$ cat config.mk
export PLATFORM = sky130hd
export DESIGN_NAME = alu_exec
export DESIGN_NICKNAME = d
export VERILOG_FILES = /design/src/rtl/alu_exec.sv
export SDC_FILE = /design/constraint.sdc
export NUM_CORES = 1
export LEC_CHECK = 0
export ABC_AREA = 1
export BUFFER_PORTS_ARGS = -buffer_cell sky130_fd_sc_hd__buf_2
export CORE_MARGIN = 2
export CORE_UTILIZATION = 55
export CTS_CLUSTER_DIAMETER = 50
export DETAILED_ROUTE_END_ITERATION = 10
export GPL_ROUTABILITY_DRIVEN = 1
export PLACE_DENSITY = 0.86
export SETUP_SLACK_MARGIN = 0.05
export SLEW_MARGIN = 0
export SYNTH_ARGS = -nofsm -noshare
export SYNTH_HDL_FRONTEND = slang
export SYNTH_SLANG_ARGS = --single-unit
$ cat constraint.sdc
create_clock -name clk -period 9.1 [get_ports clk]
set_input_delay 0.455 -clock clk [delete_from_list [all_inputs] [get_ports clk]]
set_output_delay 0.455 -clock clk [all_outputs]
set_load 0.01 [all_outputs]
$ cat src/rtl/alu_exec.sv
// Multi-cycle 16-bit ALU: one operation per start, shifts/rotates step one bit per cycle.
// Results and flags are registered and held until the next done pulse.
module alu_exec (
  input  logic        clk,
  input  logic        rst,
  input  logic        start,
  input  logic [3:0]  op,
  input  logic        inv_a,
  input  logic        inv_b,
  input  logic        cin,
  input  logic [15:0] a,
  input  logic [15:0] b,
  output logic        busy,
  output logic        done,
  output logic [15:0] result,
  output logic        cout,
  output logic        ofl,
  output logic        zero
);

  typedef enum logic [1:0] {
    IDLE  = 2'd0,
    SHIFT = 2'd1,
    DONE  = 2'd2
  } state_t;

  function automatic logic is_shift(input logic [3:0] code);
    return (code[3:2] == 2'b00);
  endfunction

  function automatic logic [15:0] shift_step(input logic [1:0] kind, input logic [15:0] w);
    logic [15:0] r;
    case (kind)
      2'b00:   r = {w[14:0], w[15]};
      2'b01:   r = {w[14:0], 1'b0};
      2'b10:   r = {w[0], w[15:1]};
      2'b11:   r = {1'b0, w[15:1]};
      default: r = w;
    endcase
    return r;
  endfunction

  function automatic logic [15:0] bit_reverse(input logic [15:0] w);
    logic [15:0] r;
    r = 16'h0000;
    for (int i = 0; i < 16; i++) begin
      r[i] = w[15-i];
    end
    return r;
  endfunction

  state_t      state_r;
  state_t      next_s;

  logic [3:0]  op_r;
  logic        inv_a_r;
  logic        inv_b_r;
  logic        cin_r;
  logic [15:0] a_r;
  logic [15:0] b_r;
  logic [15:0] work_r;
  logic [3:0]  count_r;

  logic [3:0]  op_s;
  logic        inv_a_s;
  logic        inv_b_s;
  logic        cin_s;
  logic [15:0] a_s;
  logic [15:0] b_s;
  logic [15:0] ap_s;
  logic [15:0] bp_s;
  logic [16:0] sum_s;
  logic        ofl_s;
  logic [15:0] alu_s;
  logic [15:0] step_s;
  logic [15:0] final_s;

  // Operand source: live inputs while idle (single-cycle ops finish on the start edge), latched copy otherwise
  always_comb begin
    op_s    = op_r;
    inv_a_s = inv_a_r;
    inv_b_s = inv_b_r;
    cin_s   = cin_r;
    a_s     = a_r;
    b_s     = b_r;
    if (state_r == IDLE) begin
      op_s    = op;
      inv_a_s = inv_a;
      inv_b_s = inv_b;
      cin_s   = cin;
      a_s     = a;
      b_s     = b;
    end else begin
      op_s    = op_r;
      inv_a_s = inv_a_r;
      inv_b_s = inv_b_r;
      cin_s   = cin_r;
      a_s     = a_r;
      b_s     = b_r;
    end
  end

  // Operand conditioning, adder and its flags
  always_comb begin
    ap_s  = inv_a_s ? ~a_s : a_s;
    bp_s  = inv_b_s ? ~b_s : b_s;
    sum_s = {1'b0, ap_s} + {1'b0, bp_s} + {16'h0000, cin_s};
    ofl_s = (ap_s[15] == bp_s[15]) && (sum_s[15] != ap_s[15]);
  end

  // Single-cycle result; shift ops here only cover amount 0, which returns A' unchanged
  always_comb begin
    alu_s = 16'h0000;
    case (op_s)
      4'b0000, 4'b0001, 4'b0010, 4'b0011: alu_s = ap_s;
      4'b0100: alu_s = sum_s[15:0];
      4'b0101: alu_s = ap_s & bp_s;
      4'b0110: alu_s = ap_s;
      4'b0111: alu_s = ap_s ^ bp_s;
      4'b1011: alu_s = bit_reverse(ap_s);
      4'b1100: alu_s = {15'h0000, (sum_s[15:0] == 16'h0000)};
      4'b1101: alu_s = {15'h0000, ($signed(a_s) < $signed(b_s))};
      4'b1110: alu_s = {15'h0000, ($signed(a_s) <= $signed(b_s))};
      4'b1111: alu_s = {15'h0000, sum_s[16]};
      default: alu_s = 16'h0000;
    endcase
  end

  // Shift datapath step and selection of the value loaded into result
  always_comb begin
    step_s = shift_step(op_r[1:0], work_r);
    if (state_r == SHIFT) begin
      final_s = step_s;
    end else begin
      final_s = alu_s;
    end
  end

  // Next-state logic
  always_comb begin
    next_s = IDLE;
    case (state_r)
      IDLE: begin
        if (start) begin
          if (is_shift(op) && (b[3:0] != 4'd0)) begin
            next_s = SHIFT;
          end else begin
            next_s = DONE;
          end
        end else begin
          next_s = IDLE;
        end
      end
      SHIFT: begin
        if (count_r == 4'd1) begin
          next_s = DONE;
        end else begin
          next_s = SHIFT;
        end
      end
      DONE:    next_s = IDLE;
      default: next_s = IDLE;
    endcase
  end

  // State, operand latch, shift working register and registered outputs
  always_ff @(posedge clk) begin
    if (rst) begin
      state_r <= IDLE;
      busy    <= 1'b0;
      done    <= 1'b0;
      result  <= 16'h0000;
      cout    <= 1'b0;
      ofl     <= 1'b0;
      zero    <= 1'b0;
      op_r    <= 4'd0;
      inv_a_r <= 1'b0;
      inv_b_r <= 1'b0;
      cin_r   <= 1'b0;
      a_r     <= 16'h0000;
      b_r     <= 16'h0000;
      work_r  <= 16'h0000;
      count_r <= 4'd0;
    end else begin
      state_r <= next_s;
      busy    <= (next_s != IDLE);
      done    <= (next_s == DONE);
      if ((state_r == IDLE) && start) begin
        op_r    <= op;
        inv_a_r <= inv_a;
        inv_b_r <= inv_b;
        cin_r   <= cin;
        a_r     <= a;
        b_r     <= b;
        work_r  <= ap_s;
        count_r <= b[3:0];
      end else if (state_r == SHIFT) begin
        work_r  <= step_s;
        count_r <= count_r - 4'd1;
      end
      if (next_s == DONE) begin
        result <= final_s;
        cout   <= sum_s[16];
        ofl    <= ofl_s;
        zero   <= (final_s == 16'h0000);
      end
    end
  end

endmodule

==> metrics.cfg, run 1 <==
[critical_path]
criticalPathCategory=reg -> reg
required_ns=9.37
crit_path_end_kind=flop
path_max_fanout=51
cp_data_arrival_time_ns=4.79
startpoint_type=flop

[pwr]
seq_power_share_pct=28.9
pwr-share-clk_pct=24.4
p_leak_uw=0.00369
power_density_nw_per_um2=205
p_sw_share_pct=44.5
power_frac_comb_pct=46.7
vdd_drop_max_mv=0.158
p_switching_uw=635
cellInternalPower_uw=793

[final_layout]
antenna_cells=0
layout-drive-gt1-share_pct=9.21
nets=1181
area_delta_synth_final_pct=9.30
final_core_util_pct=61.3

[sta]
drv_slew=0
worst_pin_slew_ns=0.894
setup_viol=0
min_period_ns=4.51
fin_crit_sh_pct=49.6
hold_viol=0
clock_skew_ns=0.00525
max_freq_ghz=0.222
rsz0062_at_grt=false
relSlewSlack_pct=40.3
tns_ns=0
holdWs_ns=0.364

[routing]
via_per_inst=5.61
wl_mm=19.1
ant_nets=0
num_vias=7022
drtPass1Iterations=5
wire_per_inst_um=15.2
drt_iter0_drc=966
drc=0

[grt]
overflow=0
grt_pass1_wl_mm=31.4
antenna_found_initial=0
grt_pass1_vias=6295
grt_max_degree=58
track_usage_pct=31.2

[synthesis]
synthCells=1069
ys.flop_type=dfxtp_1
async_flop_share_pct=0
ys_types=39
ys_seq_area_share_pct=25.7
synth_nets=1147
avgSynthCellArea_um2=5.97
synth_seq_cells=82
yosys_warnings=0
synth_edf_count=0
synth_area_um2=6380

[cts]
clock-sinks=82
h-tree-depth=3
tritoncts=built
post_cts_buffers=0
cts.path.max_buffers=2
clock-root-buffer=clkbuf_16
clock_latency_ns=0.35
clk_pin_slew_ns=0.07
cts_resized=0
cts_hold_buffers=0
cts_buffers=9

[flow_run]
drv_cap=0

[floorplanning]
core_area_um2=11400
num_io_pins=63
die_area_um2=12500
die_height_um=112
initial_core_util_pct=56.1
rows=39
fp.dieW_um=112

[placement]
hpwl_mm=14.0
port_buffers=62
globalplace.congestion=0.988

[min_path]
min_path_type=in -> reg

[outcome]
outcome=finished, final reports clean

[registers in the layout (all words and copies together), names as in the netlist, 2 cells and up]
| signal | count |
|---|---|
| a_r | 16 |
| b_r | 16 |
| result | 16 |
| work_r | 16 |
| count_r | 4 |
| op_r | 4 |
| state_r | 2 |
[cells in the mapped netlist (8+ instances only)]
master	instances	area (um2)
xor2_1	19	166
buf_2	8	40.0
o21ai_1	10	50.1
dfxtp_1	82	1640
nand2_2	8	50.1
ha_1	34	425
a21oi_1	66	330
a31oi_1	16	100
clkbuf_1	25	93.8
nand3_1	58	290
inv_1	92	345
o21bai_1	11	82.6
nand2_1	428	1610
nor2_1	89	334
mux2i_1	11	110
o21ai_0	53	265
[per-stage QoR]
step | instance area [um2] | instances | worst slack, ns | total power [uW]
detailed placement | 6690 | 1235 | 4.70 | 1060
global route | 6970 | 1251 | 4.13 | 1540
finish | 6970 | 1251 | 4.59 | 1430
CTS | 6970 | 1251 | 4.66 | 1410
floorplan | 6380 | 1069 | 5.20 | 897
global placement | 6690 | 1235 | 4.91 | 1060
[per-layer routing]
layer	global-route usage, %	share of wire (%)	up-vias
met1	42.9	43	3144
met5	0	0	-
li1	-	-	3493
met2	49.0	45	343
met4	11.0	2.7	0
met3	5.99	9.1	42
[final timing paths]
kind | slack [ns] | start | cells after the start | endpoint
max | 4.59 | state_r[0] | 26 | zero
min | 0.36 | a[1] | 3 | a_r[1]
max reg2reg | 4.59 | state_r[0] | 26 | zero
min reg2reg | 0.46 | a_r[15] | 2 | a_r[15]
[cells by family (layout without fill, tap and decap cells)]
group | count (synthesis) | after routing | synth area share [%]
and+or+nand+nor | 598 | 598 | 37.3
DFF | 82 | 82 | 25.7
buffers and inverters | 141 | 180 | 9.04
adders and majority gates | 36 | 36 | 7.30
muxes | 12 | 12 | 1.94
xor gates and xnor gates | 25 | 25 | 3.43
AOI/OAI and AO/OA | 175 | 175 | 15.3
[power by group through the flow]
stage               Clock (uW)  Combinational (uW)  Sequential (uW)
finish                     349                 667              413
global route               369                 751              416
CTS                        351                 648              412
detailed placement           0                 644              419
global placement             0                 643              419
floorplan                    0                 478              419
[critical path, stage by stage (launching register included)]
cell,delay [ns]
dfxtp_1,0.33
nor2_4,0.09
buf_4,0.48
nand2_1,0.16
o21ai_2,0.32
nand2_1,0.12
nand2_1,0.34
fa_1,0.34
inv_1,0.08
fa_1,0.41
inv_1,0.07
nand2_1,0.05
nand2_1,0.14
nand3_1,0.11
nand2_1,0.14
nand3_1,0.13
nand2_1,0.11
nand2_1,0.08
nand3_1,0.08
nand2_1,0.09
nand2_1,0.08
nand2_1,0.09
nor2_1,0.11
nand3_1,0.07
nor2_1,0.11
nand3_1,0.09
a21oi_1,0.15
[final cells by class]
cell class | count | area [um2]
timing repair buffer | 67 | 348
fill | 1060 | 4400
inverter | 97 | 364
sequential | 82 | 1640
tap | 143 | 179
clock buffer | 10 | 229
multi-input combinational | 846 | 4160
clock inverter | 6 | 50.0
[layout by cell type, fill, tap and decap left out, types with 2 or more instances in the layout]
master        n
inv_1        92
buf_4         5
o21bai_1     11
o21ai_1      10
a21oi_1      66
nand2_2       8
dfxtp_1      82
o211ai_1      6
nor2_1       89
o21ai_0      53
nand3_1      58
ha_1         34
buf_2        62
a21boi_1      4
clkbuf_16     9
xnor2_1       6
nor2_2        2
mux2i_1      11
xor2_1       19
fa_1          2
clkinvlp_4    4
nor3_1        3
nand4_1       6
a221oi_1      2
a211oi_1      2
inv_2         5
nand2_1     428
a31oi_1      16
Note: power is estimated with default switching activity, not from simulation.
==> inputs of run 2 (changes only) <==
- ABC_AREA: 1 -> 0
- PLACE_DENSITY: 0.86 -> 0.89
- clock period: 9.1 -> 3.8 ns (I/O delays scaled with it)
==> run 2 against run 1 <==
Critical path depth is 10 lower. Maximum frequency is 14% higher. Count of clock-buffer cells in the layout is 1 higher. Combinational power grew to 2.5 times the previous value. Routed wire length is 6.3% higher. Worst setup slack worse by 4.7 ns. Area after synthesis is 1.1% lower. Highest routed layer unchanged. The run now ends with setup timing left. Register-to-register slack worse by 4.7 ns. First-iteration DRC count is 20% lower.
==> metrics.cfg, run 2 <==
[sta]
setup_viol=2
holdWs_ns=0.0560
rsz0062_at_grt=true
max_freq_ghz=0.253
fin_crit_sh_pct=104
worst_pin_slew_ns=1.06
setup_ws_ns=-0.157
min_period_ns=3.96
clock_skew_ns=0.00702
relSlewSlack_pct=29.5
hold_viol=0
tns_ns=-0.253
drv_slew=0

[synthesis]
synth_nets=904
synth_area_um2=6310
yosysTopAreaCellShare_pct=26.0
synthTopCellsByArea=dfxtp_1, nand2_1, ha_1
async_flop_share_pct=0
yosys_warnings=0
yosysMostFrequentCell=nand2_1
yosysTopAreaCell=dfxtp_1
synth_edf_count=0
ys.flop_type=dfxtp_1
ys_seq_area_share_pct=26.0
synth_seq_cells=82
synth_common_cells=nand2_1, dfxtp_1, a21oi_1, nor2_1, xnor2_1
ys_types=80
synthCells=826
avgSynthCellArea_um2=7.64

[outcome]
outcome=finished, violations left
violations=setup timing

[routing]
wl_mm=20.3
drc=0
via_per_inst=6.35
wire_per_inst_um=19.0
ant_nets=0
num_vias=6772
drtPass1Iterations=6
drt_iter0_drc=768

[floorplanning]
initial_core_util_pct=55.8
core_area_um2=11300
num_io_pins=63
die_area_um2=12300
die_height_um=111
rows=39
fp.dieW_um=111

[grt]
overflow=0
grt_pass1_vias=6156
grt_pass1_wl_mm=30.7
grt_max_degree=81
track_usage_pct=30.4
antenna_found_initial=0

[placement]
port_buffers=62
globalplace.congestion=1.00
hpwl_mm=13.9
dp_slack_ns=-0.0866

[cts]
h-tree-depth=3
clock-sinks=82
cts_buffers=9
clock_latency_ns=0.36
cts_hold_buffers=0
tritoncts=built
clk_pin_slew_ns=0.06
clock-root-buffer=clkbuf_16
cts.path.max_buffers=2

[critical_path]
r2r_cells=16
cp_data_arrival_time_ns=4.19
required_ns=4.03
path_max_fanout=5
crit_path_end_kind=flop
rr_endpoint=zero
rrSetupSlack_ns=-0.16
regToRegStartpoint=state_r[1]
startpoint_type=flop
criticalPathCategory=reg -> reg

[pwr]
power_frac_comb_pct=46.6
power_density_nw_per_um2=469
seq_power_share_pct=27.1
cellInternalPower_uw=2250
p_sw_share_pct=37.8
vdd_drop_max_mv=0.325
pwr-share-clk_pct=26.3
p_leak_uw=0.00323
p_switching_uw=1370

[flow_run]
drv_cap=0

[final_layout]
antenna_cells=0
final_common_cell=nand2_1
layout-drive-gt1-share_pct=22.0
nets=996
mostFrequentLayoutCells=nand2_1, dfxtp_1, a21oi_1, buf_4, buf_2
area_delta_synth_final_pct=22.2

[min_path]
min_to=done
min_path_type=in -> reg
whs_path_depth=2
min_from=rst

-- run 2: cell count changes after synthesis, moves of 18 or more --
cell,delta
nand2_1,-236
xnor2_1,+33
inv_1,-81
nor2_1,-46
a211oi_1,+18
nand3_1,-47
mux2i_1,+23
o21ai_0,-32
-- run 2: power groups by stage --
stage                     clock network (uW)  registers [uW]  logic, uW
after CTS                                953             980       1540
final                                    953             983       1690
after global routing                     990             989       1810
after floorplan                            0             996        987
after detailed placement                   0             998       1460
after global placement                     0             995       1450
-- run 2: per-layer routing --
metal / track usage (%) / vias up / wire [um]
li1: - / 3157 / -
met1: 40.0 / 3134 / 8340
met2: 48.9 / 417 / 9260
met3: 5.47 / 64 / 1900
met4: 13.2 / 0 / 759
met5: 0 / - / 0
-- run 2: area by class of cell --
class | count | area, um2
multi-input combinational | 679 | 4590
clock buffer | 11 | 243
timing repair buffer | 135 | 946
clock inverter | 5 | 77.6
inverter | 11 | 41.3
sequential | 82 | 1640
fill | 889 | 3600
tap | 143 | 179
-- run 2: worst max-delay path by stage --
stage | from | endpoint | slack, ns | cells after the start
2_1_floorplan | state_r[1] | zero | -0.20 | 19
3_3_place_gp | state_r[1] | zero | -0.001 | 15
3_5_place_dp | state_r[1] | zero | -0.09 | 15
4_1_cts | state_r[0] | zero | 0.007 | 15
5_1_grt | state_r[0] | zero | -0.31 | 16
6_report | state_r[1] | zero | -0.16 | 16
-- run 2: cells by family (layout without fill, tap and decap cells) --
group	after synthesis	count (layout)	synth area share, %
buf+inv	65	162	4.56
xor+xnor	65	65	9.02
simple gates	310	310	22.0
flops	82	82	26.0
mux	40	40	6.46
compound gates	228	228	24.6
fa+ha+maj	36	36	7.37
-- run 2: per-stage QoR --
step                instance area [um2]  power, uW  std cells  utilization (%)
floorplan                          6410       1980        826                -
global placement                   7080       2440       1034             62.6
detailed placement                 7080       2460       1034             62.6
CTS                                7530       3470       1055             66.5
global route                       7720       3790       1066             68.2
finish                             7720       3620       1066             68.2
-- run 2: what timing repair did --
item,in CTS,in global routing
gates cloned,0,1
setup buffers,5,10
pin swaps,7,12
setup endpoints to repair,4,7
resized for setup,16,15
-- run 2: critical path: stages, from the launching register on --
cell,delay [ns]
dfxtp_2,0.35
nor2_4,0.23
mux2i_4,0.31
buf_12,0.15
xnor2_4,0.12
fa_2,0.25
inv_2,0.04
fa_2,0.35
and2b_2,0.27
o2111ai_4,0.16
a31o_4,0.27
a2111oi_4,0.34
nand4_1,0.14
nor4_2,0.31
a41o_1,0.23
a2bb2oi_2,0.18
o32ai_1,0.12
